--- src/rtl/disp_scheduler_pkg.sv ---
// Shared constants for the display scheduler: requester ids and active-low glyphs.
package disp_pkg;

    localparam int unsigned N_REQ = 4;

    typedef enum logic [1:0] {
        REQ_CLOCK = 2'd0,
        REQ_MODE  = 2'd1,
        REQ_DATE  = 2'd2,
        REQ_ALARM = 2'd3
    } req_id_t;

    // Bit 0 is segment a, bit 6 is segment g; a zero lights the segment.
    typedef logic [0:6] seg_t;

    localparam seg_t SEG_BLANK = 7'h7F;
    localparam seg_t SEG_DASH  = 7'b1111110;

    localparam seg_t SEG_DIGIT [10] = '{
        7'b0000001, 7'b1001111, 7'b0010010, 7'b0000110, 7'b1001100,
        7'b0100100, 7'b0100000, 7'b0001111, 7'b0000000, 7'b0000100
    };

endpackage

--- src/rtl/disp_scheduler_if.sv ---
// Requester-side bundle of the display scheduler: requests, digit values, blink masks and the pins.
interface disp_scheduler_if;
    import disp_pkg::*;

    logic [N_REQ-1:0] req;
    logic [63:0]      val;
    logic [15:0]      blink_mask;
    logic [N_REQ-1:0] grant;
    seg_t             seg;
    logic [3:0]       digit;

    modport master (output req, val, blink_mask, input grant, seg, digit);
    modport slave  (input req, val, blink_mask, output grant, seg, digit);

endinterface

--- src/rtl/disp_scheduler_bcd_to_seg.sv ---
// Combinational nibble to active-low seven-segment glyph: 0-9 digits, A-E dash, F blank.
module bcd_to_seg
    import disp_pkg::*;
(
    input  logic [3:0] nibble,
    output seg_t       seg
);

    always_comb begin
        seg = SEG_DASH;
        if (nibble <= 4'd9)
            seg = SEG_DIGIT[nibble];
        else if (nibble == 4'hF)
            seg = SEG_BLANK;
    end

endmodule

--- src/rtl/disp_scheduler.sv ---
// Fixed-priority owner arbitration with hold, digit scan and BCD decode for the shared display.
// Optional per-digit blinking is enabled by defining DISP_BLINK_EN.
module disp_scheduler
    import disp_pkg::*;
#(
    parameter int unsigned SCAN_DIV   = 100_000,
    parameter int unsigned HOLD_STEPS = 500,
    parameter int unsigned BLINK_DIV  = 50_000_000
) (
    input  logic              clk,
    input  logic              reset,
    disp_scheduler_if.slave   bus
);

    localparam int unsigned SCAN_W = (SCAN_DIV > 1) ? $clog2(SCAN_DIV) : 1;
    localparam int unsigned HOLD_W = $clog2(HOLD_STEPS + 1);

    logic [SCAN_W-1:0] scan_cnt;
    logic [HOLD_W-1:0] hold_cnt;
    logic [1:0]        idx;
    logic              step;
    logic [N_REQ-1:0]  grant, grant_next, top_req;
    logic [1:0]        owner;
    logic [3:0]        nibble;
    seg_t              glyph;
    seg_t              seg;
    logic [3:0]        digit;
    logic              blank;

    assign step = (scan_cnt == SCAN_W'(SCAN_DIV - 1));

    always_comb begin
        top_req = '0;
        owner   = '0;
        for (int unsigned i = 0; i < N_REQ; i++) begin
            if (bus.req[i]) begin
                top_req    = '0;
                top_req[i] = 1'b1;
            end
            if (grant[i])
                owner = 2'(i);
        end
    end

    // One-hot compare: top_req > grant means a request above the current owner.
    always_comb begin
        grant_next = grant;
        if (grant == '0 || (bus.req & grant) == '0)
            grant_next = top_req;
        else if (top_req > grant && hold_cnt >= HOLD_W'(HOLD_STEPS))
            grant_next = top_req;
    end

    assign nibble = bus.val[{owner, idx, 2'b00} +: 4];

    bcd_to_seg u_dec (
        .nibble (nibble),
        .seg    (glyph)
    );

`ifdef DISP_BLINK_EN
    localparam int unsigned BLINK_W = (BLINK_DIV > 1) ? $clog2(BLINK_DIV) : 1;
    logic [BLINK_W-1:0] blink_cnt;
    logic               phase;

    always_ff @(posedge clk) begin
        if (reset) begin
            blink_cnt <= '0;
            phase     <= 1'b0;
        end else if (blink_cnt == BLINK_W'(BLINK_DIV - 1)) begin
            blink_cnt <= '0;
            phase     <= ~phase;
        end else begin
            blink_cnt <= blink_cnt + 1'b1;
        end
    end

    assign blank = phase & bus.blink_mask[{owner, idx}];
`else
    logic unused_mask;
    assign unused_mask = ^bus.blink_mask;
    assign blank       = 1'b0;
`endif

    // Pins only update on a scan step, so a new owner shows up at the next step boundary.
    always_ff @(posedge clk) begin
        if (reset) begin
            grant    <= '0;
            hold_cnt <= '0;
            scan_cnt <= '0;
            idx      <= '0;
            seg      <= SEG_BLANK;
            digit    <= '1;
        end else begin
            grant <= grant_next;
            if (grant_next != grant)
                hold_cnt <= '0;
            else if (step && hold_cnt < HOLD_W'(HOLD_STEPS))
                hold_cnt <= hold_cnt + 1'b1;

            if (step) begin
                scan_cnt <= '0;
                idx      <= idx + 2'd1;
                if (grant == '0) begin
                    digit <= '1;
                    seg   <= SEG_BLANK;
                end else begin
                    digit <= ~(4'b0001 << idx);
                    seg   <= blank ? SEG_BLANK : glyph;
                end
            end else begin
                scan_cnt <= scan_cnt + 1'b1;
            end
        end
    end

    assign bus.grant = grant;
    assign bus.seg   = seg;
    assign bus.digit = digit;

endmodule

--- src/flat_wrapper.sv ---
// flat-port wrapper written by rule: the top's interface ports become plain ports
module disp_scheduler_flat import disp_pkg::*;
#(
    parameter int unsigned SCAN_DIV   = 100_000,
    parameter int unsigned HOLD_STEPS = 500,
    parameter int unsigned BLINK_DIV  = 50_000_000
)
  (clk, reset, bus_req, bus_val, bus_blink_mask, bus_grant, bus_seg, bus_digit);
  disp_scheduler_if bus_i ();
  input  logic clk;
  input  logic reset;
  input wire logic [$bits(bus_i.req)-1:0] bus_req;
  input wire logic [$bits(bus_i.val)-1:0] bus_val;
  input wire logic [$bits(bus_i.blink_mask)-1:0] bus_blink_mask;
  output wire logic [$bits(bus_i.grant)-1:0] bus_grant;
  output wire logic [$bits(bus_i.seg)-1:0] bus_seg;
  output wire logic [$bits(bus_i.digit)-1:0] bus_digit;
  assign bus_i.req = bus_req;
  assign bus_i.val = bus_val;
  assign bus_i.blink_mask = bus_blink_mask;
  assign bus_grant = bus_i.grant;
  assign bus_seg = bus_i.seg;
  assign bus_digit = bus_i.digit;
  disp_scheduler #(.SCAN_DIV(SCAN_DIV), .HOLD_STEPS(HOLD_STEPS), .BLINK_DIV(BLINK_DIV)) u_core (.clk(clk), .reset(reset), .bus(bus_i));
endmodule
--- config.mk ---
export PLATFORM = sky130hd
export DESIGN_NAME = disp_scheduler_flat
export DESIGN_NICKNAME = d
export VERILOG_FILES = /design/src/rtl/disp_scheduler_pkg.sv /design/src/rtl/disp_scheduler_if.sv /design/src/rtl/disp_scheduler_bcd_to_seg.sv /design/src/rtl/disp_scheduler.sv /design/src/flat_wrapper.sv
export SDC_FILE = /design/constraint.sdc
export NUM_CORES = 1
export LEC_CHECK = 0
export CAP_MARGIN = 20
export CORE_ASPECT_RATIO = 1.2
export CORE_MARGIN = 4
export CORE_UTILIZATION = 35
export CTS_CLUSTER_DIAMETER = 40
export DETAILED_ROUTE_END_ITERATION = 6
export PLACE_DENSITY = 0.69
export SLEW_MARGIN = 25
export SYNTH_ARGS = -nofsm -noshare
export SYNTH_HDL_FRONTEND = slang
export SYNTH_SLANG_ARGS = --single-unit
--- constraint.sdc ---
create_clock -name clk -period 3 [get_ports clk]
set_clock_uncertainty 0.2 [all_clocks]
set_input_delay 0.75 -clock clk [delete_from_list [all_inputs] [get_ports clk]]
set_output_delay 0.75 -clock clk [all_outputs]
set_load 0.01 [all_outputs]
Word-level counts from Yosys, hierarchy flattened

Memories as Yosys holds them, arrays and structs flattened.
Cells that the tools add are included.

Register bits after elaboration: 43
Memory bits (read-only): 112
Input port bits: 86
Output and inout port bits: 15
Logic and storage cells: 45
Memories kept: 1

Add/subtract/negate cells: 3
Order comparisons: 5
Equality and inequality tests: 3
Shift operators: 2
Muxes and demuxes: 15
Bitwise gates (word level): 3
Reductions and logical operators: 7

Memory list:

| name            | depth | width | read ports | clocked after Yosys merged registers in | write ports | RTL line                        | RTL |
|---|---|---|---|---|---|---|---|
| (no name shown) | 16    | 7     | 1          | 0                                       | 0           | disp_scheduler_bcd_to_seg.sv:12 | `seg = SEG_DIGIT[nibble];` |

Operator list:

| cell                                                               | count |
|---|---|
| 64-bit by 7-bit variable part select with 4-bit output             | 1 |
| 7-bit 2-to-1 mux                                                   | 4 |
| 4-bit 2-to-1 mux                                                   | 6 |
| 17-bit by 1-bit adder with 17-bit output (second input constant)   | 1 |
| 17-bit equality test (second input constant)                       | 1 |
| 9-bit by 1-bit adder with 9-bit output (second input constant)     | 1 |
| 9-bit >= comparator (second input constant)                        | 1 |
| 9-bit < comparator (second input constant)                         | 1 |
| 4-bit zero test                                                    | 2 |
| 5-bit >= comparator (second input constant)                        | 1 |
| 4-bit NOT with 5-bit output                                        | 1 |
| 4-bit bitwise AND                                                  | 1 |
| 4-bit equality test (second input constant)                        | 1 |
| 4-bit greater-than comparator                                      | 1 |
| 4-bit <= comparator (second input constant)                        | 1 |
| 2-bit 2-to-1 mux                                                   | 2 |
| 4-bit inequality test                                              | 1 |
| 4-bit NOT                                                          | 1 |
| 2-bit OR reduction                                                 | 2 |
| 1-bit by 2-bit << shifter with 4-bit output (first input constant) | 1 |
| 1-bit 2-to-1 mux                                                   | 3 |
| 2-bit by 1-bit adder with 2-bit output (second input constant)     | 1 |
| 1-bit logical AND                                                  | 2 |
| 1-bit logical OR                                                   | 1 |

Longest topological paths before layout

Depth in word-level cells: 10
Mapped depth: 12
Gate-level depth less buffers: 10

Cells and area by module

From an unflattened synthesis, not the netlist that was laid out.

Cells, all modules: 284
Area, all modules: 2,783.9 um2

By module, submodules not included:

| module         | instances | cells each | area an instance (um2) | sequential area each (um2) |
|---|---|---|---|---|
| disp_scheduler | 1         | 260        | 2,576.2                | 860.8 |
| bcd_to_seg     | 1         | 24         | 207.7                  | 0.0 |

Worst setup path after synthesis

Ideal clock, no wire load.

Path kind: input port to flip-flop
From: input port bus_val[24]
To: register u_core.seg[6], in the netlist u_core.bus.seg[6]
Library setup time: 0.070 ns
Arrival time: 2.560 ns
Data required time: 2.730 ns
Slack: 0.170 ns
Stages: 10
Path buffers: 0
Cells stage by stage: mux4_2 > nand2_1 > and3_1 > a2bb2oi_1 > inv_1 > ha_1 > nor2_1 > o21ai_0 > and2_1 > a21oi_1

Word-level cells in the longest chain between the ends: 7
Elaborated cells on any way between the ends: 8
Those cells by class: 1 x order compare; 1 x shift; 4 x mux; 1 x bitwise; 1 x memory

Ends and longest elaborated chain:

| element                                                  | RTL line                        | RTL |
|---|---|---|
| start, declared                                          | flat_wrapper.sv:13              | `input wire logic [$bits(bus_i.val)-1:0] bus_val;` |
| 64-bit by 7-bit variable part select with 4-bit output * | disp_scheduler.sv:54            | `assign nibble = bus.val[{owner, idx, 2'b00} +: 4];` |
| 4-bit NOT with 5-bit output (not written as such)        | disp_scheduler_bcd_to_seg.sv:12 |  |
| memory 16 x 7 bit                                        | -                               |  |
| 7-bit 2-to-1 mux (not written as such) (2 in a row)      | disp_scheduler_bcd_to_seg.sv:12 |  |
| 7-bit 2-to-1 mux *                                       | disp_scheduler_bcd_to_seg.sv:11 | `if (nibble <= 4'd9)` |
| 7-bit 2-to-1 mux *                                       | disp_scheduler.sv:104           | `if (grant == '0) begin` |
| end signal, assigned                                     | disp_scheduler.sv:109           | `seg <= blank ? SEG_BLANK : glyph;` |
| end, declared                                            | disp_scheduler.sv:26            | `seg_t seg;` |

Mark *: on every way between the ends. The rest lies on a longest branch, timed or not. The select of a mux whose other input is x is not followed.
A chain may end at the register's enable or synchronous reset.

Final worst setup path

From: input port bus_req[1]
To: register u_core.grant[2], in the netlist u_core.bus.grant[2]

Word-level cells in the longest chain between the ends: 7
Elaborated cells on any way between the ends: 10
Those cells by class: 1 x order compare; 5 x mux; 1 x bitwise; 3 x reduce/logical

Ends and longest elaborated chain:

| element                       | RTL line             | RTL |
|---|---|---|
| start, declared               | flat_wrapper.sv:12   | `input wire logic [$bits(bus_i.req)-1:0] bus_req;` |
| 4-bit 2-to-1 mux (3 in a row) | disp_scheduler.sv:36 | `if (bus.req[i]) begin` |
| 4-bit greater-than comparator | disp_scheduler.sv:50 | `else if (top_req > grant && hold_cnt >= HOLD_W'(HOLD_STEPS))` |
| 1-bit logical AND             | disp_scheduler.sv:50 |  |
| 4-bit 2-to-1 mux              | disp_scheduler.sv:50 |  |
| 4-bit 2-to-1 mux *            | disp_scheduler.sv:48 | `if (grant == '0 \|\| (bus.req & grant) == '0)` |
| end signal, assigned          | disp_scheduler.sv:95 | `grant <= grant_next;` |
| end, declared                 | disp_scheduler.sv:22 | `logic [N_REQ-1:0] grant, grant_next, top_req;` |

Mark *: on every way between the ends. The rest lies on a longest branch, timed or not.

==> flow_metrics.py <==
metrics = {
    "status": {
        "outcome": "finished, final reports clean",
    },
    "detailed_routing": {
        "drc_errors": 0,
        "drt-total-wl_um": 6830,
        "vias": 2506,
        "avgViaCountPerCell": 5.18,
        "iteration_0_drc_markers": 87,
        "drt_pass1_iterations": 4,
        "drt-wirelength-per-cell_um": 14.1,
        "antenna_left": 0,
    },
    "setup_path": {
        "start_kind": "input port",
        "timing.critical_path.required_ps": 3030,
        "worst_r2r_path_depth": 8,
        "crit_arrival_ps": 2970,
        "timing.reg2reg.setup_slack_ps": 300,
        "r2r-end": "u_core.bus.seg[1]$_SDFFE_PP1P_",
        "largest_fanout_on_the_critical_path": 4,
        "critical_path.reg2reg.startpoint": "u_core.idx[0]$_SDFFE_PP0P_",
        "setup.worst_path.class": "input port to flip-flop",
        "critical_path.endpoint_type": "flip-flop",
        "origin_of_the_worst_setup_path": "bus_req[1]",
    },
    "clocking": {
        "cts_made_buffers": 5,
        "worstSkewPairLatency_ps": 290,
        "clk_transition_reported_paths_ps": 80,
        "clockRootBuffer": "sky130_fd_sc_hd__clkbuf_8",
        "clock_sinks": 43,
        "cts_buffer_depth": 2,
        "cts_max_level": 2,
        "tritoncts": "done",
    },
    "power_and_ir_drop": {
        "post-layout-total-power_mw": 1.22,
        "power.density_nw_per_um2": 309,
        "comb_power_share_pct": 22.9,
        "power.share.clock_pct": 29.1,
        "swShare_pct": 25.2,
        "p_switching_mw": 0.306,
        "power.static_leakage_nw": 1.49,
        "max-vdd-ir-drop_uv": 249,
        "power.sequential.fraction_pct": 48.0,
        "power_report.internal_total_mw": 0.911,
    },
    "layout": {
        "final_nets": 494,
        "antenna_cells": 0,
        "share_of_final_layout_standard_cells_stronger_than_drive_strength_1_pct": 14.0,
        "fin_area_um2": 3940,
        "non_filler_instances": 484,
        "layout-area-overhead-vs-synth_pct": 43.3,
    },
    "global_route": {
        "track_usage_pct": 15.2,
        "global_route_wire_length_before_repair_um": 11400,
        "via_count_of_the_first_global_routing_pass": 2685,
        "grt_antenna_before_repair": 0,
        "grt_overflow_total": 0,
        "grt_start_max_net_pins": 20,
    },
    "placement": {
        "buffer_ports.inserted": 84,
        "dp.final_hpwl_um": 5530,
        "dpl.cell_count": 475,
        "area_post_placement_um2": 3800,
        "routabilityCongestion": 0.856,
    },
    "synth": {
        "synthTopCellsByArea": "sky130_fd_sc_hd__dfxtp_1, sky130_fd_sc_hd__mux4_1, sky130_fd_sc_hd__ha_1, sky130_fd_sc_hd__nor2_1, sky130_fd_sc_hd__xor2_1",
        "synth_cell_type_count": 47,
        "sequential_to_total_area_share_from_yosys_stat_pct": 31.3,
        "synth_largest_area_cell": "sky130_fd_sc_hd__dfxtp_1",
        "synth.yosys.warnings": 0,
        "synth_seq_cells": 43,
        "top_count_cell_post_synth": "sky130_fd_sc_hd__dfxtp_1",
        "most_numerous_cell_types_in_the_synthesized_netlist": "sky130_fd_sc_hd__dfxtp_1, sky130_fd_sc_hd__nor2_1, sky130_fd_sc_hd__ha_1",
        "synth-async-reset-ratio_pct": 0,
        "syn_area_per_cell_um2": 9.57,
        "ys.flop_type": "sky130_fd_sc_hd__dfxtp_1",
        "syn-instance-count": 287,
        "synth_edf_count": 0,
        "synthesis.area_um2": 2750,
        "synth_top_cell_area_share_pct": 31.3,
        "syn_nets": 390,
    },
    "floorplanning": {
        "io_pins": 101,
        "num_rows": 35,
        "die_h_um": 105,
        "die_width_um": 88.9,
        "effective_utilization_at_floorplan_pct": 35.9,
        "placeableCoreArea_um2": 7660,
        "dieArea_um2": 9340,
    },
    "timing": {
        "setup_total_negative_slack_ps": 0,
        "timing.final.crit_share_pct": 98.1,
        "max_slew_margin_pct": 69.0,
        "final_max_slew_viol_count": 0,
        "worst_pin_slew_ps": 464,
        "rsz0062_at_grt": "yes",
        "clock.fmax_mhz": 340,
        "finalSetupViolCount": 0,
        "min_period_ps": 2940,
        "timing.final.hold_violations": 0,
    },
    "min_path": {
        "min_delay_worst_endpoint": "u_core.scan_cnt[0]$_SDFF_PP0_",
        "hold_class": "flip-flop to flip-flop",
        "whs_path_depth": 1,
        "timing.hold.worst.start": "u_core.scan_cnt[0]$_SDFF_PP0_",
    },
    "run": {
        "max-cap-violations": 0,
    },
}
[power by group through the flow]
stage / clock network, mW / registers [mW] / logic (mW)
finish: 0.355 / 0.584 / 0.279
global route: 0.386 / 0.585 / 0.305
CTS: 0.362 / 0.584 / 0.271
detailed placement: 0 / 0.597 / 0.270
global placement: 0 / 0.597 / 0.265
floorplan: 0 / 0.596 / 0.125
[registers in the layout, indices dropped and copies added (netlist names)]
| register | cells |
|---|---|
| u_core.scan_cnt | 17 |
| u_core.bus.grant | 4 |
| u_core.bus.digit | 4 |
| u_core.idx | 2 |
| u_core.hold_cnt | 9 |
| u_core.bus.seg | 7 |
[layout by cell type, fill, tap and decap left out, types with 2 or more instances in the layout]
| cell type | synthesis | layout |
|---|---|---|
| sky130_fd_sc_hd__clkdlybuf4s50_1 | 0 | 84 |
| sky130_fd_sc_hd__o211a_1 | 2 | 2 |
| sky130_fd_sc_hd__and3_1 | 6 | 6 |
| sky130_fd_sc_hd__xor2_1 | 16 | 16 |
| sky130_fd_sc_hd__buf_4 | 0 | 24 |
| sky130_fd_sc_hd__nor2_1 | 39 | 39 |
| sky130_fd_sc_hd__nand3_1 | 9 | 9 |
| sky130_fd_sc_hd__clkbuf_1 | 4 | 2 |
| sky130_fd_sc_hd__clkbuf_8 | 0 | 5 |
| sky130_fd_sc_hd__mux4_1 | 10 | 9 |
| sky130_fd_sc_hd__nor3_1 | 11 | 11 |
| sky130_fd_sc_hd__nand4_1 | 9 | 9 |
| sky130_fd_sc_hd__a21oi_1 | 16 | 14 |
| sky130_fd_sc_hd__and4_1 | 2 | 2 |
| sky130_fd_sc_hd__ha_1 | 17 | 17 |
| sky130_fd_sc_hd__inv_1 | 12 | 12 |
| sky130_fd_sc_hd__nand2_1 | 16 | 16 |
| sky130_fd_sc_hd__a21oi_2 | 2 | 3 |
| sky130_fd_sc_hd__nor2b_1 | 5 | 5 |
| sky130_fd_sc_hd__mux2i_1 | 2 | 2 |
| sky130_fd_sc_hd__xnor2_1 | 10 | 10 |
| sky130_fd_sc_hd__nor4b_1 | 3 | 2 |
| sky130_fd_sc_hd__mux4_2 | 5 | 6 |
| sky130_fd_sc_hd__a31oi_1 | 3 | 3 |
| sky130_fd_sc_hd__o21a_1 | 2 | 2 |
| sky130_fd_sc_hd__dfxtp_1 | 43 | 43 |
| sky130_fd_sc_hd__nor4_1 | 2 | 2 |
| sky130_fd_sc_hd__a22oi_1 | 2 | 2 |
| sky130_fd_sc_hd__o211ai_1 | 2 | 2 |
| sky130_fd_sc_hd__a2bb2oi_2 | 0 | 2 |
| sky130_fd_sc_hd__a22oi_2 | 2 | 2 |
| sky130_fd_sc_hd__o21ai_0 | 10 | 10 |
[area by class of cell]
type	count	area, um^2
repair buffers	108	1020
well taps	92	115
clock inverters	1	5.00
flip-flops and latches	43	861
inverters	12	45.0
fillers	716	3730
clock buffers	7	76.3
multi-input cells	221	1810
[cells by family (layout without fill, tap and decap cells)]
group	Yosys count	in the layout	synth area share [%]
and+or+nand+nor	110	110	20.4
AOI/OAI and AO/OA	49	49	12.7
DFF	43	43	31.3
xor gates and xnor gates	26	26	8.29
buffers and inverters	23	128	4.23
muxes	19	19	15.3
adders and majority gates	17	17	7.74
[critical path, cell delays in order]
cell	delay (ps)
sky130_fd_sc_hd__clkdlybuf4s50_1	530
sky130_fd_sc_hd__nor3b_4	240
sky130_fd_sc_hd__ha_1	280
sky130_fd_sc_hd__nor2b_1	140
sky130_fd_sc_hd__o21a_1	170
sky130_fd_sc_hd__o21a_1	180
sky130_fd_sc_hd__o211ai_1	170
sky130_fd_sc_hd__buf_4	160
sky130_fd_sc_hd__buf_4	120
sky130_fd_sc_hd__nand3_1	90
sky130_fd_sc_hd__a21oi_2	150
[worst max-delay path by stage]
stage	endpoint	slack [ps]	cells after the start
6_report	u_core.bus.grant[2]$_SDFF_PP0_	60	11
2_1_floorplan	u_core.bus.seg[6]$_SDFFE_PP1P_	170	10
3_3_place_gp	u_core.bus.grant[2]$_SDFF_PP0_	-300	10
3_5_place_dp	u_core.bus.grant[2]$_SDFF_PP0_	-370	10
4_1_cts	u_core.hold_cnt[0]$_SDFFE_PP0P_	-4	10
5_1_grt	u_core.hold_cnt[0]$_SDFFE_PP0P_	-80	11
[metrics by stage]
| step | setup slack, ps | hold WS, ps | utilization, % |
|---|---|---|---|
| after global routing | -77.1 | 290 | 51.4 |
| after global placement | -304 | 241 | 49.6 |
| after CTS | -3.75 | 276 | 50.8 |
| after detailed placement | -374 | 257 | 49.6 |
| final | 58.2 | 273 | 51.4 |
| after floorplan | 170 | 230 | - |
[repair_timing]
action                                  in CTS  in global routing
hold buffers                                 0                  0
resized for setup                            1                  9
setup buffers                                0                  1
cloned                                       0                  0
endpoints found under the setup margin      13                 19
pin swaps                                    0                  2
[per-layer routing]
layer  vias to the layer above  track usage [%]  wire, um
met1                      1176             16.3      2690
met3                         7             3.79       411
li1                       1258                -         -
met4                         0             5.18        96
met2                        65             28.1      3630
met5                         -                0         0
(Power assumes the default switching activity.)
